<file path="config.mk">
export PLATFORM = sky130hd
export DESIGN_NAME = hazard_stall_ctrl
export DESIGN_NICKNAME = d
export VERILOG_FILES = /design/src/rtl/pipe_ctrl_pkg.sv /design/src/rtl/load_use_detect.sv /design/src/rtl/hazard_stall_ctrl.sv
export SDC_FILE = /design/constraint.sdc
export NUM_CORES = 1
export LEC_CHECK = 0
export CAP_MARGIN = 0
export CORE_MARGIN = 2
export CORE_UTILIZATION = 50
export CTS_CLUSTER_SIZE = 16
export DETAILED_ROUTE_END_ITERATION = 12
export PLACE_DENSITY = 0.84
export SLEW_MARGIN = 25
export SYNTH_ARGS = -nofsm -noshare
export SYNTH_HDL_FRONTEND = slang
export SYNTH_SLANG_ARGS = --single-unit
</file>
<file path="constraint.sdc">
create_clock -name clk -period 3 [get_ports clk]
set_clock_uncertainty 0.15 [all_clocks]
set_input_delay 0.6 -clock clk [delete_from_list [all_inputs] [get_ports clk]]
set_output_delay 0.6 -clock clk [all_outputs]
set_load 0.01 [all_outputs]
</file>
<file path="src/rtl/pipe_ctrl_pkg.sv">
// pipe_ctrl_pkg: shared definitions for the pipeline stall/flush control blocks.
//   state_t  : stall-controller FSM encoding (RUN, WAIT, ERR)
//   REG_ZERO : architectural $zero register index, never a real dependency
package pipe_ctrl_pkg;

  typedef enum logic [1:0] {
    RUN  = 2'd0,
    WAIT = 2'd1,
    ERR  = 2'd2
  } state_t;

  localparam logic [4:0] REG_ZERO = 5'd0;

endpackage

</file>
<file path="src/rtl/load_use_detect.sv">
// load_use_detect: purely combinational load-use hazard compare.
// Ports:
//   id_rs, id_rt  : source register fields of the instruction in ID
//   id_uses_rt    : ID instruction actually reads rt
//   ex_mem_read   : instruction in EX is a load
//   ex_rd         : destination register of the EX instruction
//   hazard        : ID needs the load result before it exists
module load_use_detect
  import pipe_ctrl_pkg::*;
(
  input  logic [4:0] id_rs,
  input  logic [4:0] id_rt,
  input  logic       id_uses_rt,
  input  logic       ex_mem_read,
  input  logic [4:0] ex_rd,
  output logic       hazard
);

  logic rs_match;
  logic rt_match;

  assign rs_match = (ex_rd == id_rs);
  // rt only counts when the ID instruction really sources it (e.g. not for I-type dest)
  assign rt_match = id_uses_rt && (ex_rd == id_rt);
  // A load into $zero produces nothing to wait for
  assign hazard   = ex_mem_read && (ex_rd != REG_ZERO) && (rs_match || rt_match);

endmodule

</file>
<file path="src/rtl/hazard_stall_ctrl.sv">
// hazard_stall_ctrl: central stall/flush controller for the 5-stage pipeline.
// Ports:
//   clk, reset (async, active-low)
//   id_rs, id_rt, id_uses_rt, ex_mem_read, ex_rd : load-use hazard inputs
//   ex_branch_taken, id_jump                      : control-flow redirects
//   mem_access, dmem_ready                        : data-memory handshake
//   pc_we, ifid_we, idex_we, exmem_we             : stage register write enables
//   ifid_flush, idex_flush, memwb_bubble          : NOP / bubble insertion
//   dmem_req                                      : data-memory request
//   stall_cnt                                     : saturating count of cycles with pc_we=0
//   timeout_err                                   : sticky memory-timeout flag
module hazard_stall_ctrl
  import pipe_ctrl_pkg::*;
#(
  parameter int MEM_TIMEOUT = 255,
  parameter int TO_W        = 8,
  parameter int CNT_W       = 16
) (
  input  logic             clk,
  input  logic             reset,
  input  logic [4:0]       id_rs,
  input  logic [4:0]       id_rt,
  input  logic             id_uses_rt,
  input  logic             ex_mem_read,
  input  logic [4:0]       ex_rd,
  input  logic             ex_branch_taken,
  input  logic             id_jump,
  input  logic             mem_access,
  input  logic             dmem_ready,
  output logic             pc_we,
  output logic             ifid_we,
  output logic             ifid_flush,
  output logic             idex_we,
  output logic             idex_flush,
  output logic             exmem_we,
  output logic             memwb_bubble,
  output logic             dmem_req,
  output logic [CNT_W-1:0] stall_cnt,
  output logic             timeout_err
);

  localparam logic [TO_W-1:0] TIMEOUT_VAL = TO_W'(MEM_TIMEOUT);

  state_t            state_reg;
  logic [TO_W-1:0]   wait_cnt_reg;
  logic [CNT_W-1:0]  stall_cnt_reg;
  logic              timeout_err_reg;

  logic hazard;
  logic mem_active;
  logic mem_busy;

  load_use_detect u_load_use_detect (
    .id_rs       (id_rs),
    .id_rt       (id_rt),
    .id_uses_rt  (id_uses_rt),
    .ex_mem_read (ex_mem_read),
    .ex_rd       (ex_rd),
    .hazard      (hazard)
  );

  assign mem_active = (state_reg == RUN) || (state_reg == WAIT);
  assign mem_busy   = mem_active && mem_access && !dmem_ready;

  // Output priority mux. Reset is folded in so that dropping reset
  // mid-access kills dmem_req without waiting for a clock edge.
  always_comb begin
    pc_we        = 1'b1;
    ifid_we      = 1'b1;
    idex_we      = 1'b1;
    exmem_we     = 1'b1;
    ifid_flush   = 1'b0;
    idex_flush   = 1'b0;
    memwb_bubble = 1'b0;
    dmem_req     = mem_active && mem_access;
    if (!reset) begin
      dmem_req = 1'b0;
    end else if (state_reg == ERR || mem_busy) begin
      // whole pipeline frozen; MEM/WB keeps retiring nothing
      pc_we        = 1'b0;
      ifid_we      = 1'b0;
      idex_we      = 1'b0;
      exmem_we     = 1'b0;
      memwb_bubble = 1'b1;
    end else if (ex_branch_taken) begin
      // wrong-path instructions in IF and ID are squashed, so any
      // load-use or jump seen in ID is moot
      ifid_flush = 1'b1;
      idex_flush = 1'b1;
    end else if (hazard) begin
      // hold PC and IF/ID, send a bubble down behind the load
      pc_we      = 1'b0;
      ifid_we    = 1'b0;
      idex_flush = 1'b1;
    end else if (id_jump) begin
      ifid_flush = 1'b1;
    end
  end

  always_ff @(posedge clk or negedge reset) begin
    if (!reset) begin
      state_reg       <= RUN;
      wait_cnt_reg    <= '0;
      stall_cnt_reg   <= '0;
      timeout_err_reg <= 1'b0;
    end else begin
      if (!pc_we && (stall_cnt_reg != '1)) begin
        stall_cnt_reg <= stall_cnt_reg + 1'b1;
      end
      case (state_reg)
        RUN: begin
          if (mem_busy) begin
            state_reg    <= WAIT;
            wait_cnt_reg <= TO_W'(1);
          end
        end
        WAIT: begin
          if (!mem_access || dmem_ready) begin
            // completion, or requester gave up: either way resume
            state_reg    <= RUN;
            wait_cnt_reg <= '0;
          end else if (wait_cnt_reg == TIMEOUT_VAL) begin
            state_reg       <= ERR;
            timeout_err_reg <= 1'b1;
          end else begin
            wait_cnt_reg <= wait_cnt_reg + 1'b1;
          end
        end
        ERR: begin
          state_reg <= ERR;
        end
        default: begin
          state_reg    <= RUN;
          wait_cnt_reg <= '0;
        end
      endcase
    end
  end

  assign stall_cnt   = stall_cnt_reg;
  assign timeout_err = timeout_err_reg;

endmodule

</file>
**Word level (Yosys, flattened, before mapping)**

Index checks and enable logic that the tools add are counted.

- Add/sub/neg operators: 2
- Reductions and logical operators: 18
- Bitwise operators: 2
- Equal/unequal tests: 9
- Mux-type cells: 26

Operators by type and width:

| kind | count |
|---|---|
| $mux 8 | 3 |
| $pmux 8 s3 | 1 |
| $mux 1 | 18 |
| $add 16x1->16 const B | 1 |
| $ne 16x16->1 const B | 1 |
| $eq 5x5->1 | 2 |
| $add 8x1->8 const B | 1 |
| $eq 8x8->1 const B | 1 |
| $logic_and 1x1->1 | 6 |
| $mux 2 | 3 |
| $pmux 2 s3 | 1 |
| $reduce_and 3->1 | 2 |
| $reduce_bool 5->1 | 1 |
| $logic_or 1x1->1 | 4 |
| $logic_not 1->1 | 3 |
| $ne 3x1->1 const B | 1 |
| $ne 3x3->1 const B | 1 |
| $eq 2x1->1 const B | 1 |
| $eq 2x2->1 const B | 1 |
| $logic_not 2->1 | 1 |
| $ne 2x2->1 const B | 1 |
| $not 1->1 | 2 |
| $reduce_and 2->1 | 1 |

- Flip-flop bits (word level): 27
- Output and inout port bits: 25
- Word-level logic and storage cells: 61
- Input bits: 23

**Logic depth before layout (Yosys ltp)**

- Word-level depth: 10
- Gate-level depth with buffers: 8
- Depth with buffers taken out: 7

**Modules after synthesis**

A second synthesis with hierarchy kept.

- Cells, all modules: 162
- Area, all modules: 1644.1 um^2

Modules (own cells, without submodules):

| module | instances | area an instance (um^2) | cells an instance | sequential area each (um^2) |
|---|---|---|---|---|
| hazard_stall_ctrl | 1 | 1511.4 | 145 | 675.6 |
| load_use_detect | 1 | 132.6 | 17 | 0.0 |

**Worst setup path before layout**

No wires, ideal clock.

- Kind: input-to-output
- From: input port mem_access
- To: output port pc_we
- Path buffers: 1
- Path slack: 512 ps
- Data required time: 2250 ps
- Arrival time: 1738 ps
- Cell stages on the path: 5
- Cells stage by stage: nor3b_2 > o21ai_1 > inv_1 > a21oi_2 > buf_4

- Cells in the longest elaborated chain, start to end: 5

Ends and longest elaborated chain:

| what | line | source |
|---|---|---|
| from (decl) | hazard_stall_ctrl.sv:28 | `input logic mem_access,` |
| $logic_and 1x1->1 (2 in a row) | hazard_stall_ctrl.sv:63 | `assign mem_busy = mem_active && mem_access && !dmem_ready;` |
| $logic_or 1x1->1 | hazard_stall_ctrl.sv:78 | `end else if (state_reg == ERR \|\| mem_busy) begin` |
| $mux 1 (2 in a row) | - |  |
| to (decl) | hazard_stall_ctrl.sv:30 | `output logic pc_we,` |

Every way passes these cells.

**Worst setup path after layout**

- From: input port id_rt[1]
- To: output port ifid_flush

- Cells in the longest elaborated chain, start to end: 8

Ends and longest elaborated chain:

| what | line | source |
|---|---|---|
| from (decl) | hazard_stall_ctrl.sv:22 | `input logic [4:0] id_rt,` |
| $eq 5x5->1 | load_use_detect.sv:24 | `assign rt_match = id_uses_rt && (ex_rd == id_rt);` |
| $logic_and 1x1->1 | load_use_detect.sv:24 |  |
| $logic_or 1x1->1 | load_use_detect.sv:26 | `assign hazard = ex_mem_read && (ex_rd != REG_ZERO) && (rs_match \|\| rt_match);` |
| $logic_and 1x1->1 | load_use_detect.sv:26 |  |
| $mux 1 | hazard_stall_ctrl.sv:90 | `end else if (hazard) begin` |
| $mux 1 | hazard_stall_ctrl.sv:85 | `end else if (ex_branch_taken) begin` |
| $mux 1 | hazard_stall_ctrl.sv:78 |  |
| $mux 1 | hazard_stall_ctrl.sv:76 | `if (!reset) begin` |
| to (decl) | hazard_stall_ctrl.sv:32 | `output logic ifid_flush,` |

Every way passes these cells.

==> impl_metrics.prom <==
# TYPE chip_impl_metric gauge
chip_impl_metric{name="layout-area-overhead-vs-synth",unit="%"} 37.86
chip_impl_metric{name="number_of_h_tree_levels",unit=""} 1
chip_impl_metric{name="placement.cell_area",unit="sq um"} 2197
chip_impl_info{name="setup.worst_path.class",value="input port to output pin"} 1
chip_impl_metric{name="post_synth_inst_count",unit=""} 174
chip_impl_metric{name="first_global_vias",unit=""} 1445
chip_impl_info{name="regToRegEndpoint",value="stall_cnt[8]"} 1
chip_impl_metric{name="r2r_cells",unit=""} 8
chip_impl_metric{name="grtUsageTotal",unit=""} 0.2398
chip_impl_metric{name="post-route-cell-area",unit="sq um"} 2237
chip_impl_metric{name="grt_first_pass_wirelength",unit="um"} 6679
chip_impl_metric{name="finish.utilization",unit=""} 0.7268
chip_impl_metric{name="dp_cells",unit=""} 272
chip_impl_metric{name="synth_top_area_frac",unit=""} 0.4163
chip_impl_metric{name="place.port_buffers",unit=""} 47
chip_impl_metric{name="p_leak",unit="nW"} 0.9720
chip_impl_metric{name="insertion_delay",unit="ns"} 0.33
chip_impl_info{name="regToRegStartpoint",value="stall_cnt[0]"} 1
chip_impl_metric{name="die_height",unit="um"} 60.97
chip_impl_metric{name="grt_remaining_overflow",unit=""} 0
chip_impl_info{name="synthTopCellsByArea",value="dfrtp_1 42%, xnor2_1 6.5%, xor2_1 5.9%"} 1
chip_impl_metric{name="timing.max_slew.rel_slack",unit=""} 0.6505
chip_impl_metric{name="detailedRoute.firstPassIterationCount",unit=""} 5
chip_impl_info{name="setup_crit_end_kind",value="output pin"} 1
chip_impl_metric{name="final-max-slew-violation-count",unit=""} 0
chip_impl_info{name="layout.cells.most_common_list",value="38 x clkdlybuf4s50_1, 27 x dfrtp_1, 23 x nand2_1, 22 x nor2_1"} 1
chip_impl_metric{name="grt_start_max_net_pins",unit=""} 18
chip_impl_metric{name="mappedNetlistArea",unit="sq um"} 1623
chip_impl_info{name="hp-start",value="timeout_err"} 1
chip_impl_metric{name="ys.warnings.count",unit=""} 0
chip_impl_metric{name="cts_num_sinks",unit=""} 27
chip_impl_metric{name="drt-initial-drc-count",unit=""} 98
chip_impl_metric{name="final_layout_size_suffix_gt1_frac",unit=""} 0.1250
chip_impl_info{name="synth_area_leader_cell",value="dfrtp_1"} 1
chip_impl_metric{name="postSynthNetCount",unit=""} 199
chip_impl_metric{name="power.density",unit="nW/um^2"} 407.2
chip_impl_metric{name="cp_max_fanout",unit=""} 2
chip_impl_metric{name="min_period",unit="ns"} 2.905
chip_impl_metric{name="gp_routability_congestion",unit=""} 0.9400
chip_impl_metric{name="peakVddDrop",unit="V"} 0.0002361
chip_impl_metric{name="die_area",unit="sq um"} 3717
chip_impl_metric{name="floorplan.io_pins",unit=""} 48
chip_impl_metric{name="antennaDiodeCount",unit=""} 0
chip_impl_metric{name="setup-violations-final",unit=""} 0
chip_impl_metric{name="syn_area_per_cell",unit="sq um"} 9.326
chip_impl_metric{name="start_util",unit=""} 0.5272
chip_impl_metric{name="vias_per_cell",unit=""} 5.337
chip_impl_info{name="setup.worst_path.start_class",value="input port"} 1
chip_impl_info{name="min_to",value="timeout_err"} 1
chip_impl_metric{name="multi_input_area",unit="sq um"} 907.1
chip_impl_metric{name="net_count_of_the_finished_layout",unit=""} 258
chip_impl_metric{name="rrSetupSlack",unit="ns"} 0.67
chip_impl_metric{name="tritoncts.num_buffers",unit=""} 3
chip_impl_metric{name="placeableCoreArea",unit="sq um"} 3078
chip_impl_metric{name="fmaxAchievable",unit="MHz"} 344.3
chip_impl_info{name="mostFrequentLayoutCell",value="clkdlybuf4s50_1"} 1
chip_impl_metric{name="crit_arrival",unit="ns"} 2.15
chip_impl_metric{name="largest_register_ffs",unit=""} 16
chip_impl_metric{name="worst_ep_required_time",unit="ns"} 2.25
chip_impl_info{name="outcome",value="finished, final reports clean"} 1
chip_impl_info{name="clock_tree.root_cell",value="clkbuf_4"} 1
chip_impl_metric{name="antenna_found_initial",unit=""} 0
chip_impl_metric{name="final_antenna_net_count",unit=""} 0
chip_impl_metric{name="floorplan.die.width",unit="um"} 60.97
chip_impl_metric{name="drc",unit=""} 0
chip_impl_metric{name="sequential_cell_area_fraction_in_the_yosys_report",unit=""} 0.4163
chip_impl_metric{name="dpl.hpwl",unit="um"} 3319
chip_impl_metric{name="clk_pin_slew",unit="ns"} 0.15
chip_impl_metric{name="finalHoldViolations",unit=""} 0
chip_impl_metric{name="yosysUniqueCellTypes",unit=""} 39
chip_impl_metric{name="cts_setup_buffers",unit=""} 0
chip_impl_metric{name="final_cell_count_no_fill",unit=""} 276
chip_impl_metric{name="cap_violations",unit=""} 0
chip_impl_metric{name="min_delay_path_depth",unit=""} 1
chip_impl_metric{name="clock_path_buffers",unit=""} 2
chip_impl_metric{name="tightest_pin_transition",unit="ns"} 0.5160
chip_impl_metric{name="fin_crit_sh",unit=""} 0.9682
chip_impl_metric{name="route.vias.total",unit=""} 1473
chip_impl_metric{name="num_rows",unit=""} 20
chip_impl_metric{name="drt-wirelength-per-cell",unit="um"} 15.15
chip_impl_metric{name="timing.hold.ws",unit="ns"} 0.3393
chip_impl_info{name="rsz0062_at_grt",value="no"} 1
chip_impl_metric{name="storage_element_area",unit="sq um"} 675.6
chip_impl_metric{name="flip_flop_and_latch_count_after_synthesis",unit=""} 27
chip_impl_info{name="tritoncts",value="built"} 1
chip_impl_metric{name="route.final.wire_length",unit="um"} 4181
chip_impl_metric{name="n_fill_cell",unit=""} 237
chip_impl_info{name="hold_path.class",value="flip-flop to flip-flop"} 1
[per-layer routing]
layer | vias to the layer above | global-route usage | wire length [um]
li1 | 716 | - | -
met1 | 692 | 0.3105 | 1696
met2 | 63 | 0.4424 | 2289
met3 | 2 | 0.01919 | 180
met4 | 0 | 0.04037 | 14
met5 | - | 0 | 0
[metrics by stage]
stage | power, mW | setup slack [ns] | TNS [ns]
floorplan | 0.5768 | 0.5116 | 0
global placement | 0.7261 | -0.1934 | -0.7059
detailed placement | 0.7488 | -0.2845 | -0.9887
CTS | 0.9149 | 0.08326 | 0
global route | 0.9602 | 0.01279 | 0
finish | 0.9110 | 0.09549 | 0
[worst max path at each step]
stage | startpoint | end | slack [ns] | cells past startpoint
finish | id_rt[1] | ifid_flush | 0.1 | 8
global placement | ex_rd[1] | pc_we | -0.19 | 5
floorplan | mem_access | pc_we | 0.51 | 5
CTS | ex_rd[4] | ifid_flush | 0.08 | 8
detailed placement | ex_rd[1] | ifid_we | -0.28 | 5
global route | id_rt[1] | ifid_flush | 0.01 | 8
[cells in the mapped netlist (all sizes together)]
master,n
o41a,1
o21ai,12
nand2,23
nor3b,2
nor3,4
a2111oi,1
buf,3
dfrtp,27
a31oi,1
a21oi,9
nor2,22
or3b,1
nor2b,1
and3,1
nor4,5
ha,2
or2,3
and2,1
o22ai,2
xnor2,12
nand3,12
xor2,11
mux2,2
inv,8
o31ai,2
or3,1
nand4,3
o311ai,1
a21boi,1
[final cells by class]
cell class,count,area share
Inverter,8,0.01342
Sequential cell,27,0.3020
Multi-Input combinational cell,136,0.4055
Timing Repair Buffer,57,0.2405
Clock inverter,1,0.003915
Tap cell,44,0.02461
Clock buffer,3,0.01007
[report_power, final]
| group | leakage, nW | total, mW | internal (mW) | switching (mW) |
|---|---|---|---|---|
| sequential | 0.352 | 0.462 | 0.406 | 0.0560 |
| combinational | 0.602 | 0.278 | 0.155 | 0.122 |
| clock | 0.0183 | 0.172 | 0.0543 | 0.117 |
| total | 0.972 | 0.911 | 0.615 | 0.296 |
[cell families (layout without fill, tap and decap cells)]
family / Yosys count / count (layout) / synth area share
AND/OR/NAND/NOR: 79 / 79 / 0.2606
AO/OA/AOI/OAI: 30 / 30 / 0.1349
flip-flops: 27 / 27 / 0.4163
XOR/XNOR: 23 / 23 / 0.1241
buffers and inverters: 11 / 69 / 0.03469
adder cells (fa/ha/maj): 2 / 2 / 0.01542
multiplexers: 2 / 2 / 0.01388
[timing repair]
item	in CTS	in global routing
endpoints found under the setup margin	4	4
endpoints found under the hold margin	0	0
gates resized for setup	10	1
pin swaps	0	2
hold buffers	0	0
cloned	0	0
[critical path, cell delays in order]
cell,delay (ns)
clkdlybuf4s50_1,0.52
xnor2_2,0.13
nand4_1,0.17
o22ai_4,0.17
nand2_1,0.09
a21oi_1,0.14
nor2_1,0.05
dlygate4sd2_1,0.28
No activity file was read; power rests on OpenSTA's default activity.
